## src/rtl/xor_arbiter_pkg.sv

```systemverilog
// Shared definitions for the two-requester XOR reduction arbiter.
package xor_arbiter_pkg;

  localparam int DATA_W    = 800;          // 100 input bytes per beat
  localparam int RSP_W     = 160;          // 20 result bytes per beat
  localparam int BYTES_OUT = RSP_W / 8;
  localparam int FOLD      = 5;            // input bytes folded into each result byte
  localparam int GROUP_W   = FOLD * 8;

  localparam logic REQ_ID0 = 1'b0;         // AES path
  localparam logic REQ_ID1 = 1'b1;         // SHA3 theta path

  typedef enum logic [1:0] {
    IDLE  = 2'd0,
    LOCK0 = 2'd1,
    LOCK1 = 2'd2
  } state_t;

  // XOR of five consecutive bytes, most significant byte first.
  function automatic logic [7:0] xor5(input logic [GROUP_W-1:0] grp);
    return grp[39:32] ^ grp[31:24] ^ grp[23:16] ^ grp[15:8] ^ grp[7:0];
  endfunction

endpackage

```

## src/rtl/xor_arbiter_xor_unit.sv

```systemverilog
// XORUnit: folds 100 input bytes into 20 result bytes, byte i = XOR of bytes 5i..5i+4.
module xor_arbiter_xor_unit
  import xor_arbiter_pkg::*;
(
  input  logic [DATA_W-1:0] data,
  output logic [RSP_W-1:0]  result
);

  // Purely combinational reduction; byte 0 sits in the most significant lane.
  always_comb begin
    result = '0;
    for (int i = 0; i < BYTES_OUT; i++) begin
      result[RSP_W-1-8*i -: 8] = xor5(data[DATA_W-1-GROUP_W*i -: GROUP_W]);
    end
  end

endmodule

```

## src/rtl/xor_arbiter.sv

```systemverilog
// Two-requester arbiter in front of a single shared XOR reduction unit, with
// optional transaction locking and a one-entry result register.
module xor_arbiter
  import xor_arbiter_pkg::*;
#(
  parameter int LOCK_EN = 1
) (
  input  logic              clk,
  input  logic              rst_n,
  input  logic              req0_valid,
  output logic              req0_ready,
  input  logic [DATA_W-1:0] req0_data,
  input  logic              req0_last,
  input  logic              req1_valid,
  output logic              req1_ready,
  input  logic [DATA_W-1:0] req1_data,
  input  logic              req1_last,
  output logic              rsp_valid,
  input  logic              rsp_ready,
  output logic [RSP_W-1:0]  rsp_data,
  output logic              rsp_id,
  output logic              rsp_last
);

  state_t            state;
  logic              last_grant;
  logic              can_accept;
  logic              grant0;
  logic              grant1;
  logic              accept;
  logic              sel_id;
  logic              sel_last;
  logic [DATA_W-1:0] sel_data;
  logic [RSP_W-1:0]  xor_result;

  // The result register can take a new beat when empty or draining this cycle.
  assign can_accept = !rsp_valid || rsp_ready;

  // Grant selection: lock owner only, otherwise round robin on ties.
  // Gated by rst_n so no ready is offered while reset is held.
  always_comb begin
    grant0 = 1'b0;
    grant1 = 1'b0;
    if (rst_n && can_accept) begin
      case (state)
        IDLE: begin
          if (req0_valid && req1_valid) begin
            if (last_grant == REQ_ID1) grant0 = 1'b1;
            else                       grant1 = 1'b1;
          end else begin
            grant0 = req0_valid;
            grant1 = req1_valid;
          end
        end
        LOCK0:   grant0 = req0_valid;
        LOCK1:   grant1 = req1_valid;
        default: ;
      endcase
    end
  end

  assign req0_ready = grant0;
  assign req1_ready = grant1;
  assign accept     = grant0 || grant1;
  assign sel_id     = grant1 ? REQ_ID1 : REQ_ID0;
  assign sel_last   = grant1 ? req1_last : req0_last;
  assign sel_data   = grant1 ? req1_data : req0_data;

  xor_arbiter_xor_unit u_xor_unit (
    .data   (sel_data),
    .result (xor_result)
  );

  // Arbitration FSM and round-robin history, advanced on every accepted beat.
  always_ff @(posedge clk or negedge rst_n) begin
    if (!rst_n) begin
      state      <= IDLE;
      last_grant <= REQ_ID1;
    end else if (accept) begin
      last_grant <= sel_id;
      if (LOCK_EN != 0) begin
        case (state)
          IDLE: begin
            if (!sel_last) state <= (sel_id == REQ_ID1) ? LOCK1 : LOCK0;
          end
          LOCK0, LOCK1: begin
            if (sel_last) state <= IDLE;
          end
          default: state <= IDLE;
        endcase
      end
    end
  end

  // Result register: load on accept, clear on drain, hold under backpressure.
  always_ff @(posedge clk or negedge rst_n) begin
    if (!rst_n) begin
      rsp_valid <= 1'b0;
      rsp_data  <= '0;
      rsp_id    <= 1'b0;
      rsp_last  <= 1'b0;
    end else if (accept) begin
      rsp_valid <= 1'b1;
      rsp_data  <= xor_result;
      rsp_id    <= sel_id;
      rsp_last  <= sel_last;
    end else if (rsp_ready) begin
      rsp_valid <= 1'b0;
    end
  end

endmodule

```

## config.mk

```make
export PLATFORM = sky130hd
export DESIGN_NAME = xor_arbiter
export DESIGN_NICKNAME = d
export VERILOG_FILES = /design/src/rtl/xor_arbiter_pkg.sv /design/src/rtl/xor_arbiter_xor_unit.sv /design/src/rtl/xor_arbiter.sv
export SDC_FILE = /design/constraint.sdc
export NUM_CORES = 1
export LEC_CHECK = 0
export BUFFER_PORTS_ARGS = -buffer_cell sky130_fd_sc_hd__buf_2
export CAP_MARGIN = 30
export CORE_AREA = 2 2 685 687
export DETAILED_ROUTE_END_ITERATION = 6
export DIE_AREA = 0 0 687 689
export GPL_ROUTABILITY_DRIVEN = 0
export PLACE_DENSITY_LB_ADDON = 0.3
export SLEW_MARGIN = 20
export SYNTH_ARGS = -nofsm -noshare
export SYNTH_HDL_FRONTEND = slang
export SYNTH_SLANG_ARGS = --single-unit
```

## constraint.sdc

```tcl
create_clock -name clk -period 2.6 [get_ports clk]
set_input_delay 0.39 -clock clk [delete_from_list [all_inputs] [get_ports clk]]
set_output_delay 0.39 -clock clk [all_outputs]
set_load 0.05 [all_outputs]
```

; Yosys cells after proc, flatten, opt, wreduce, memory -nomap -nowiden
; Cells that the tools add are included.
[classes]
eq_ne = 4
mux = 17
bitwise = 80
reduce_logical = 9
[op_table]
columns = operator, count
row1 = $mux W800, 1
row2 = $xor A8 B8 Y8, 80
row3 = $mux W1, 10
row4 = $mux W2, 3
row5 = $ne A2 B2 Y1 const B, 2
row6 = $pmux W1 S2, 2
row7 = $pmux W2 S2, 1
row8 = $reduce_and A3 Y1, 1
row9 = $eq A2 B1 Y1 const B, 1
row10 = $eq A2 B2 Y1 const B, 1
row11 = $logic_and A1 B1 Y1, 2
row12 = $logic_not A2 Y1, 1
row13 = $logic_or A1 B1 Y1, 2
row14 = $reduce_bool A2 Y1, 1
row15 = $reduce_or A2 Y1, 1
row16 = $logic_not A1 Y1, 1
[word_totals]
reg_bits = 166
in_bits = 1607
out_inout_bits = 165

; Logic depth before layout (Yosys ltp)
; Gate-level depths: netlist of run 1.
[depth]
depth_word = 9
ltp_mapped = 9
mapped_depth_nobuf = 7

; By module
; Synthesis of run 1 repeated with hierarchy kept, for this count alone.
[hier_totals]
hier_cells = 3436
hier_area_um2 = 22445.3
[by_module_without_submodules]
columns = module, instances, cells_each, area_per_inst_um2, seq_area_each_um2
row1 = xor_arbiter, 1, 2956, 16039.1, 4155.2
row2 = xor_arbiter_xor_unit, 1, 480, 6406.1, 0.0

; Worst setup path after synthesis of run 1
; Ideal clock, no wire load.
[synth_timing]
kind = reg2out
startpoint = register state[0]
endpoint = output port req1_ready
arrival_time_ps = 1972
path_slack_ps = 238
path_stages_with_launch = 7
n_path_buf = 2
cell_sequence = dfrtp_1 > inv_1 > ha_1 > a21boi_1 > o2111a_1 > clkbuf_1 > clkbuf_1
[synth_via]
elab_chain_len = 3
word_cells_on_any_way = 4
classes_between = eq/ne: 1 / mux: 2 / reduce/logical: 1
[synth_lines]
columns = element, line
row1 = "start, declared", xor_arbiter.sv:25  ; state_t state;
row2 = "start signal, assigned", xor_arbiter.sv:84  ; if (!sel_last) state <= (sel_id == REQ_ID1) ? LOCK1 : LOCK0;
row3 = $eq A2 B2 Y1 / $logic_not A2 Y1 (equally long branches), xor_arbiter.sv:45  ; case (state)
row4 = $pmux W1 S2 (*), xor_arbiter.sv:45
row5 = $mux W1 (*), xor_arbiter.sv:44  ; if (rst_n && can_accept) begin
row6 = "end, declared", xor_arbiter.sv:15  ; output logic req1_ready,
; Mark *: on every way between the ends. The rest lies on a longest branch, timed or not.

; Final worst setup path of run 1
[layout_timing]
startpoint = input port rst_n
endpoint = output port req0_ready
[layout_via]
elab_chain_len = 2
[layout_lines]
columns = element, line
row1 = "start, declared", xor_arbiter.sv:9  ; input logic rst_n,
row2 = $logic_and A1 B1 Y1, xor_arbiter.sv:44
row3 = $mux W1, xor_arbiter.sv:44
row4 = "end, declared", xor_arbiter.sv:11  ; output logic req0_ready,
; No other way between the ends.

==> impl_metrics.py, run 1 <==
metrics = {
    "yosys": {
        "synth_compound_area_share_pct": 7.11,
        "synthAdderAreaFrac_pct": 0.206,
        "synth.distinct_cells": 26,
        "yosys_warnings": 0,
        "synth_xor_area_share_pct": 61.5,
        "avgSynthCellArea_um2": 9.04,
        "ys_seq_area_share_pct": 22.8,
        "synth_top_family_by_area": "XOR/XNOR gates",
        "ys_seq_elements": 166,
        "synthesis.area_um2": 18200,
        "synth_edf_count": 0,
        "synth-main-ff-cell": "dfrtp_1",
        "synthArstFlopShare_pct": 100,
        "syn_inst": 2017,
        "muxShareOfSynthArea_pct": 0.117,
        "synthSimpleGateAreaFrac_pct": 7.09,
        "synth_nets": 3627,
    },
    "global_routing": {
        "grt_busiest_layer": "met2",
        "grt_max_degree": 44,
        "grt_overflow_total": 0,
        "met2_usage_pct": 15.0,
        "grt_pass1_wl_um": 240000,
        "track_usage_pct": 8.10,
        "grtUsageMet1_pct": 8.88,
        "antenna_found_initial": 116,
        "grt_pass1_vias": 21700,
        "grt_use_met3_pct": 2.36,
    },
    "hold_path": {
        "min_path_type": "in -> reg",
        "min_to": "rsp_data[47]",
        "min-delay-start": "req1_data[239]",
        "min_path_cells": 4,
    },
    "detailed_routing": {
        "first_iter_violations": 924,
        "wl_um": 202000,
        "viasPerCell": 2.10,
        "ant_nets": 0,
        "dr.pass1.iters": 5,
        "wl_per_cell_um": 19.9,
        "vias": 21400,
        "drc": 0,
    },
    "power_and_ir_drop": {
        "ir_worst_vdd_v": 0.000289,
        "p_per_area_nw_per_um2": 392,
        "p_leak_nw": 15.0,
    },
    "setup_path": {
        "crit_chain": "dlygate4sd3_1 -> buf_8 -> nand2_1 -> or3_4 -> inv_4 -> buf_12",
        "critPathRequiredTime_ns": 2.21,
        "crit_slowest_cell": "dlygate4sd3_1",
        "slowest_delay_ns": 0.59,
        "r2r-start": "state[1]",
        "arrival_ns": 2.05,
        "r2r_end": "state[0]",
        "cpLargestDelayFamily": "buffers and inverters",
        "cp-end-kind": "primary output",
        "worst-path-max-fanout": 15,
        "path_class": "in -> out",
        "crit_buf_inv": 4,
        "regToRegSetupSlack_ns": 0.22,
        "worst_setup_path_start_kind": "primary input",
        "ff2ff_path_depth": 8,
    },
    "timing": {
        "hold_viol_final": 0,
        "timing.final.crit_period_ns": 2.44,
        "final_max_slew_viol_count": 0,
        "tns_ns": 0,
        "slew_headroom_pct": 33.7,
        "timing.final.crit_share_pct": 94.0,
        "rsz0062_at_grt": "no",
        "fmax_mhz": 409,
        "tightestPinTransition_ns": 0.987,
        "finalSetupViolCount": 0,
        "whs_ns": 0.130,
        "skew_ns": 0.0472,
    },
    "floorplanning": {
        "num_io_pins": 1772,
        "placementRows": 251,
        "coreArea_um2": 466000,
        "die_height_um": 689,
        "die_w_um": 687,
        "dieArea_um2": 473000,
        "initial_core_util_pct": 3.91,
    },
    "clock_tree": {
        "clock_latency_ns": 0.60,
        "cts_tree": "done",
        "clk_pin_slew_ns": 0.10,
        "cts_buffers": 21,
        "cts_buffer_depth": 3,
        "cts_sinks": 166,
        "cts_max_level": 4,
        "cts-root-buf": "clkbuf_16",
    },
    "final_layout": {
        "fin_nets": 5522,
        "areaGrowthSynthToFinish_pct": 103,
        "drive_gt1_share_pct": 50.6,
    },
    "place": {
        "hpwl_um": 190000,
        "port_buffers": 1771,
    },
    "run": {
        "drv_cap": 0,
    },
    "run_status": {
        "status": "finished clean",
    },
}
## sequential cells by signal, summed over array words and instances, names as in the netlist
signal / cells
rsp_valid: 1
rsp_id: 1
last_grant: 1
rsp_last: 1
state: 2
rsp_data: 160
## per-layer routing
metal / wire (µm) / up-vias
li1: - / 10200
met1: 75700 / 9737
met2: 104000 / 1146
met3: 15400 / 242
met4: 6750 / 32
met5: 228 / -
## final cells by class
| cell class | instances | area [µm²] |
|---|---|---|
| Clock inverter | 12 | 203 |
| Fill cell | 55200 | 429000 |
| Sequential cell | 166 | 4160 |
| Multi-Input combinational cell | 1795 | 14000 |
| Timing Repair Buffer | 1924 | 10200 |
| Inverter | 4 | 17.5 |
| Tap cell | 6198 | 7750 |
| Antenna cell | 36 | 90.1 |
| Clock buffer | 21 | 526 |
## logic make-up after synthesis
family / count (synthesis)
compound gates: 174
xor+xnor: 1280
fa+ha+maj: 3
buf+inv: 56
flops: 166
mux: 2
simple gates: 336
## per-stage QoR
step           setup slack (ns)  util, %  cell area [µm²]  power, mW  instances
6_report                  0.156     7.94            37000       14.5      10200
3_3_place_gp              0.221     7.73            36000       11.5      10100
4_1_cts                  0.0138     7.92            36900       15.6      10100
3_5_place_dp              0.204     7.76            36100       11.5      10100
2_1_floorplan             0.238        -            18200       5.73       2017
5_1_grt                  0.0344     7.93            37000       15.7      10100
## cell usage after synthesis (2+ instances only)
cell type,count,area (µm²)
clkbuf_1,34,128
buf_2,9,45.0
xnor2_1,1280,11200
buf_1,8,30.0
o21ai_0,3,15.0
inv_1,4,15.0
a22oi_1,161,1210
nand2b_1,4,25.0
a21oi_1,3,15.0
nor2_1,2,7.51
a21o_1,2,15.0
dfrtp_1,165,4130
ha_1,3,37.5
nand2_1,327,1230
## worst reg2reg max path, stage by stage (launching register included)
cell      delay [ns]
dfrtp_1         0.42
inv_2           0.10
ha_4            0.15
a21boi_2        0.19
o2111a_4        0.37
buf_6           0.22
mux2_2          0.35
a221oi_1        0.32
o21ai_0         0.15
## cells in the final DEF (no fill, tap or decap), types with 2 or more instances in the layout
cell	count
buf_2	1768
xnor2_2	19
bufinv_16	5
clkinv_4	2
o21ai_0	3
nand2_1	326
inv_2	2
buf_8	5
dfrtp_1	165
nor2_1	2
clkbuf_16	21
buf_4	136
a21o_1	2
buf_12	13
xnor2_1	1261
a22oi_1	161
a21oi_1	3
ha_1	2
clkinv_2	3
diode_2	36
nand2b_1	4
## worst max path at each step
stage	endpoint	depth (start not counted)	startpoint	slack, ns
6_report	req0_ready	6	rst_n	0.16
5_1_grt	req0_ready	6	state[1]	0.03
4_1_cts	req0_ready	6	state[0]	0.01
3_5_place_dp	rsp_data[140]	9	state[0]	0.20
3_3_place_gp	rsp_data[141]	9	state[0]	0.22
2_1_floorplan	req1_ready	6	state[0]	0.24
## report_power, final
| part | internal (mW) | leakage (nW) | switching (mW) |
|---|---|---|---|
| logic | 3.48 | 12.3 | 4.75 |
| registers | 2.58 | 2.31 | 0 |
| clock network | 2.00 | 0.360 | 1.72 |
## what timing repair did
| item | in CTS | in global routing |
|---|---|---|
| hold buffers | 1 | 0 |
| hold endpoints to repair | 10 | 0 |
| setup endpoints to repair | 2 | 4 |
| buffers inserted | 1 | 0 |
| resized for setup | 9 | 3 |
| pin swaps | 1 | 0 |
Note: power is estimated with default switching activity, not from simulation.
==> run 2, diff against run 1 <==
CAP_MARGIN = not set   (was 30)
PLACE_DENSITY = 0.3   (was not set)
PLACE_DENSITY_LB_ADDON = not set   (was 0.3)
==> impl_metrics.py, run 2 (synthesized netlist as in run 1, its figures left out) <==
metrics = {
    "run_status": {
        "status": "finished clean",
    },
    "setup_path": {
        "r2r-start": "state[1]",
        "path_class": "reg -> out",
        "arrival_ns": 2.06,
        "critPathRequiredTime_ns": 2.21,
        "timing.critical_path.from": "last_grant",
        "r2r_end": "rsp_data[37]",
        "regToRegSetupSlack_ns": 0.24,
        "cp-end-kind": "primary output",
        "worst-path-max-fanout": 3,
        "worst_setup_path_start_kind": "register",
        "crit_end": "req0_ready",
        "ff2ff_path_depth": 10,
    },
    "detailed_routing": {
        "ant_nets": 0,
        "drc": 0,
        "first_iter_violations": 1076,
        "viasPerCell": 2.07,
        "wl_per_cell_um": 19.4,
        "dr.pass1.iters": 5,
        "vias": 21000,
        "wl_um": 196000,
    },
    "power_and_ir_drop": {
        "internal_power_mw": 7.80,
        "pwr-share-clk_pct": 27.1,
        "p_leak_nw": 14.9,
        "seq_power_share_pct": 18.8,
        "ir_worst_vdd_v": 0.000254,
        "power.switching_mw": 5.95,
        "p_per_area_nw_per_um2": 372,
        "p_sw_share_pct": 43.3,
        "p_comb_share_pct": 54.2,
    },
    "floorplanning": {
        "die_height_um": 689,
        "coreArea_um2": 466000,
        "placementRows": 251,
        "die_w_um": 687,
        "dieArea_um2": 473000,
        "num_io_pins": 1772,
        "initial_core_util_pct": 3.91,
    },
    "global_routing": {
        "met2_usage_pct": 13.9,
        "grt_busiest_layer": "met2",
        "grt_overflow_total": 0,
        "antenna_found_initial": 119,
        "track_usage_pct": 7.88,
        "grt_pass1_wl_um": 235000,
        "grtUsageMet1_pct": 9.09,
        "grt_max_degree": 62,
        "grt_use_met3_pct": 2.86,
        "grt_pass1_vias": 21600,
    },
    "final_layout": {
        "fin_nets": 5494,
        "final_common_cell": "buf_2",
        "drive_gt1_share_pct": 50.5,
        "layout_common_cells": "buf_2, xnor2_1, nand2_1",
        "fin_util_pct": 7.92,
        "areaGrowthSynthToFinish_pct": 102,
        "largest-register": "rsp_data",
        "largest_registers": "rsp_data x160, state x2",
        "largest_reg_flops": 160,
    },
    "clock_tree": {
        "cts_max_level": 4,
        "cts_buffer_depth": 3,
        "cts_sinks": 166,
        "cts_buffers": 21,
        "clk_pin_slew_ns": 0.10,
        "cts_tree": "done",
        "clock_latency_ns": 0.60,
        "cts-root-buf": "clkbuf_16",
    },
    "timing": {
        "whs_ns": 0.135,
        "tns_ns": 0,
        "rsz0062_at_grt": "no",
        "final_max_slew_viol_count": 0,
        "tightestPinTransition_ns": 1.06,
        "fmax_mhz": 409,
        "skew_ns": 0.0358,
        "hold_viol_final": 0,
        "timing.final.crit_share_pct": 94.1,
        "slew_headroom_pct": 28.8,
        "finalSetupViolCount": 0,
        "timing.final.crit_period_ns": 2.45,
    },
    "run": {
        "drv_cap": 0,
    },
    "hold_path": {
        "min_path_type": "in -> reg",
    },
    "place": {
        "port_buffers": 1771,
        "hpwl_um": 182000,
    },
}
-- run 2: critical path, stage by stage, from the launching register on --
cell,delay (ns)
dfstp_2,0.58
nand2b_1,0.11
a21oi_1,0.14
or3_4,0.38
inv_2,0.10
buf_12,0.14
-- run 2: worst min path at each step --
stage	start	endpoint	slack, ns	depth (start not counted)
2_1_floorplan	rst_n	rsp_data[0]	0.09	0
3_3_place_gp	rsp_data[112]	rsp_data[112]	0.45	2
3_5_place_dp	rsp_data[6]	rsp_data[6]	0.45	2
4_1_cts	req1_data[316]	rsp_data[60]	0.01	4
5_1_grt	req1_data[159]	rsp_data[31]	0.07	4
6_report	req1_data[317]	rsp_data[61]	0.14	4
-- run 2: layout make-up --
class / instances / area [µm²]
tap: 6198 / 7750
sequential: 166 / 4160
clock inverter: 12 / 185
multi-input combinational: 1795 / 14100
fill: 55100 / 429000
timing repair buffer: 1896 / 10100
inverter: 4 / 15.0
clock buffer: 21 / 526
antenna: 32 / 80.1
-- run 2: layer usage --
layer	up-vias	part of all wire (%)
met5	-	0.12
met4	36	2.4
met3	220	8.8
met2	1085	50
met1	9509	39
li1	10100	-
-- run 2: repair_timing --
item,CTS,global route
hold endpoints to repair,38,0
gates resized for setup,11,2
endpoints found under the setup margin,2,1
setup buffers,4,0
pin swaps,1,0
hold buffers,1,0
-- run 2: metrics by stage --
step | cells | total power [mW] | setup WS (ns) | area, µm²
CTS | 10100 | 14.7 | 0.0399 | 36800
floorplan | 2017 | 5.73 | 0.238 | 18200
global route | 10100 | 14.9 | 0.00200 | 36900
global placement | 10100 | 10.6 | 0.197 | 36000
finish | 10100 | 13.7 | 0.152 | 36900
detailed placement | 10100 | 10.6 | 0.143 | 36000
-- run 2: power groups by stage --
stage	Combinational, mW	Clock, mW	Sequential [mW]
finish	7.45	3.72	2.58
global placement	8.00	0	2.63
detailed placement	7.98	0	2.63
floorplan	3.10	0	2.63
CTS	8.02	4.13	2.58
global route	8.19	4.11	2.58
==> run 3, diff against run 2 <==
BUFFER_PORTS_ARGS = not set   (was -buffer_cell sky130_fd_sc_hd__buf_2)
DONT_BUFFER_PORTS = 1   (was not set)
==> impl_metrics.py, run 3 (synthesized netlist as in run 1, its figures left out) <==
metrics = {
    "run_status": {
        "status": "finished with violations",
        "violations": "hold timing",
    },
    "global_routing": {
        "grt_overflow_total": 0,
        "grt_pass1_vias": 16700,
        "antenna_found_initial": 59,
        "grt_pass1_wl_um": 208000,
        "grt_max_degree": 171,
        "track_usage_pct": 7.14,
    },
    "setup_path": {
        "crit_slowest_cell": "nor4_4",
        "cp-end-kind": "register",
        "cpLargestDelayFamily": "buffers and inverters",
        "worst_setup_path_start_kind": "register",
        "slowest_delay_ns": 0.40,
        "ff2ff_path_depth": 10,
        "crit_buf_inv": 4,
        "crit_top_cell": "buf_12",
        "worst-path-stages": 10,
        "worst-path-max-fanout": 33,
        "critPathRequiredTime_ns": 3.11,
        "crit_chain": "inv_2 -> ha_4 -> a21boi_4 -> buf_4 -> o21a_1 -> nor4_4 -> buf_12 -> buf_12 -> a22oi_1 -> nand2_1",
        "path_class": "reg -> reg",
        "arrival_ns": 3.07,
    },
    "clock_tree": {
        "cts_buffers": 21,
        "cts_sinks": 166,
        "holdBufCountCts": 107,
        "cts_max_level": 4,
        "clock_latency_ns": 0.59,
        "cts_buffer_depth": 3,
        "clk_pin_slew_ns": 0.09,
        "cts_tree": "done",
        "cts-root-buf": "clkbuf_16",
    },
    "detailed_routing": {
        "wl_um": 178000,
        "vias": 15900,
        "drc": 0,
        "dr.pass1.iters": 5,
        "viasPerCell": 1.88,
        "first_iter_violations": 1044,
        "wl_per_cell_um": 21.1,
        "ant_nets": 0,
    },
    "final_layout": {
        "largest_reg_flops": 160,
        "fin_nets": 3848,
        "final_common_cell": "xnor2_1",
        "areaGrowthSynthToFinish_pct": 59.8,
        "drive_gt1_share_pct": 9.61,
        "fillers": 54900,
        "layout_common_cells": "xnor2_1, nand2_1, dfrtp_1",
        "largest_registers": "rsp_data x160, state x2",
        "largest-register": "rsp_data",
        "final_cell_count_no_fill": 8462,
        "fin_util_pct": 6.25,
    },
    "timing": {
        "slew_headroom_pct": 18.1,
        "rsz0062_at_grt": "yes",
        "timing.final.crit_share_pct": 98.4,
        "hold_viol_final": 165,
        "timing.final.crit_period_ns": 2.56,
        "tightestPinTransition_ns": 1.22,
        "skew_ns": 0.0310,
        "final_max_slew_viol_count": 0,
        "setup_ws_ns": 0.0410,
        "whs_ns": -0.512,
        "fmax_mhz": 391,
        "tns_ns": 0,
        "finalSetupViolCount": 0,
    },
    "power_and_ir_drop": {
        "ir_worst_vdd_v": 0.000242,
        "p_per_area_nw_per_um2": 418,
        "p_leak_nw": 8.17,
    },
    "place": {
        "dp.cells": 8296,
        "post-place-ws_ns": 0.167,
        "port_buffers": 0,
        "hpwl_um": 164000,
    },
    "floorplanning": {
        "dieArea_um2": 473000,
        "placementRows": 251,
        "num_io_pins": 1772,
        "initial_core_util_pct": 3.91,
        "die_w_um": 687,
        "coreArea_um2": 466000,
        "die_height_um": 689,
    },
    "run": {
        "drv_cap": 0,
    },
    "hold_path": {
        "min_path_type": "in -> async",
    },
}
[run 3: changes by cell type in the layout (fill, tap and decap cells not counted), sizes merged]
| cell | delta |
|---|---|
| buf | -1752 |
| dlygate4sd3 | +106 |
| diode | -16 |
| bufinv | -2 |
| inv | +2 |
| clkinv | +1 |
| clkinvlp | -1 |
[run 3: where the power goes]
part | internal (mW) | switching (mW) | total [mW]
Sequential | 2.58 | 0 | 2.58
Combinational | 2.59 | 3.53 | 6.12
Clock | 1.72 | 1.76 | 3.48
Total | 6.89 | 5.29 | 12.2
[run 3: repair_timing]
item | CTS | global route
hold endpoints to repair | 248 | 166
pin swaps | 3 | 3
endpoints found under the setup margin | 2 | 2
resized for setup | 15 | 1
setup buffers | 8 | 2
[run 3: area by class of cell]
cell class	count	area, µm²	area share [%]
Antenna cell	16	40.0	0.137
Clock buffer	21	526	1.80
Clock inverter	12	143	0.489
Inverter	4	15.0	0.0515
Multi-Input combinational cell	1795	14100	48.4
Sequential cell	166	4160	14.3
Tap cell	6198	7750	26.6
Timing Repair Buffer	250	2400	8.22
[run 3: per-stage QoR]
step	hold slack, ns	total power, mW	cell area (µm²)
2_1_floorplan	0.0944	5.73	18200
3_3_place_gp	0.101	9.07	27200
3_5_place_dp	0.0995	9.09	27200
4_1_cts	-0.631	13.1	29100
5_1_grt	-0.611	13.2	29100
6_report	-0.512	12.2	29100
[run 3: final timing paths]
check                          startpoint       endpoint  slack [ns]
setup / recovery                 state[1]  rsp_data[159]        0.04
hold / removal                      rst_n  rsp_data[147]       -0.51
setup reg to reg                 state[1]  rsp_data[159]        0.04
hold reg to reg              rsp_data[59]   rsp_data[59]        0.49
max in group asynchronous           rst_n  rsp_data[142]        2.47
min in group clk           req0_data[597]  rsp_data[117]        0.09
[run 3: per-layer routing]
metal	share of wire, %	vias up	global-route usage [%]
met5	0.075	-	0
met4	4.2	22	2.80
met3	8.9	191	2.60
met2	48	1094	11.8
met1	39	7785	8.34
li1	-	6849	-
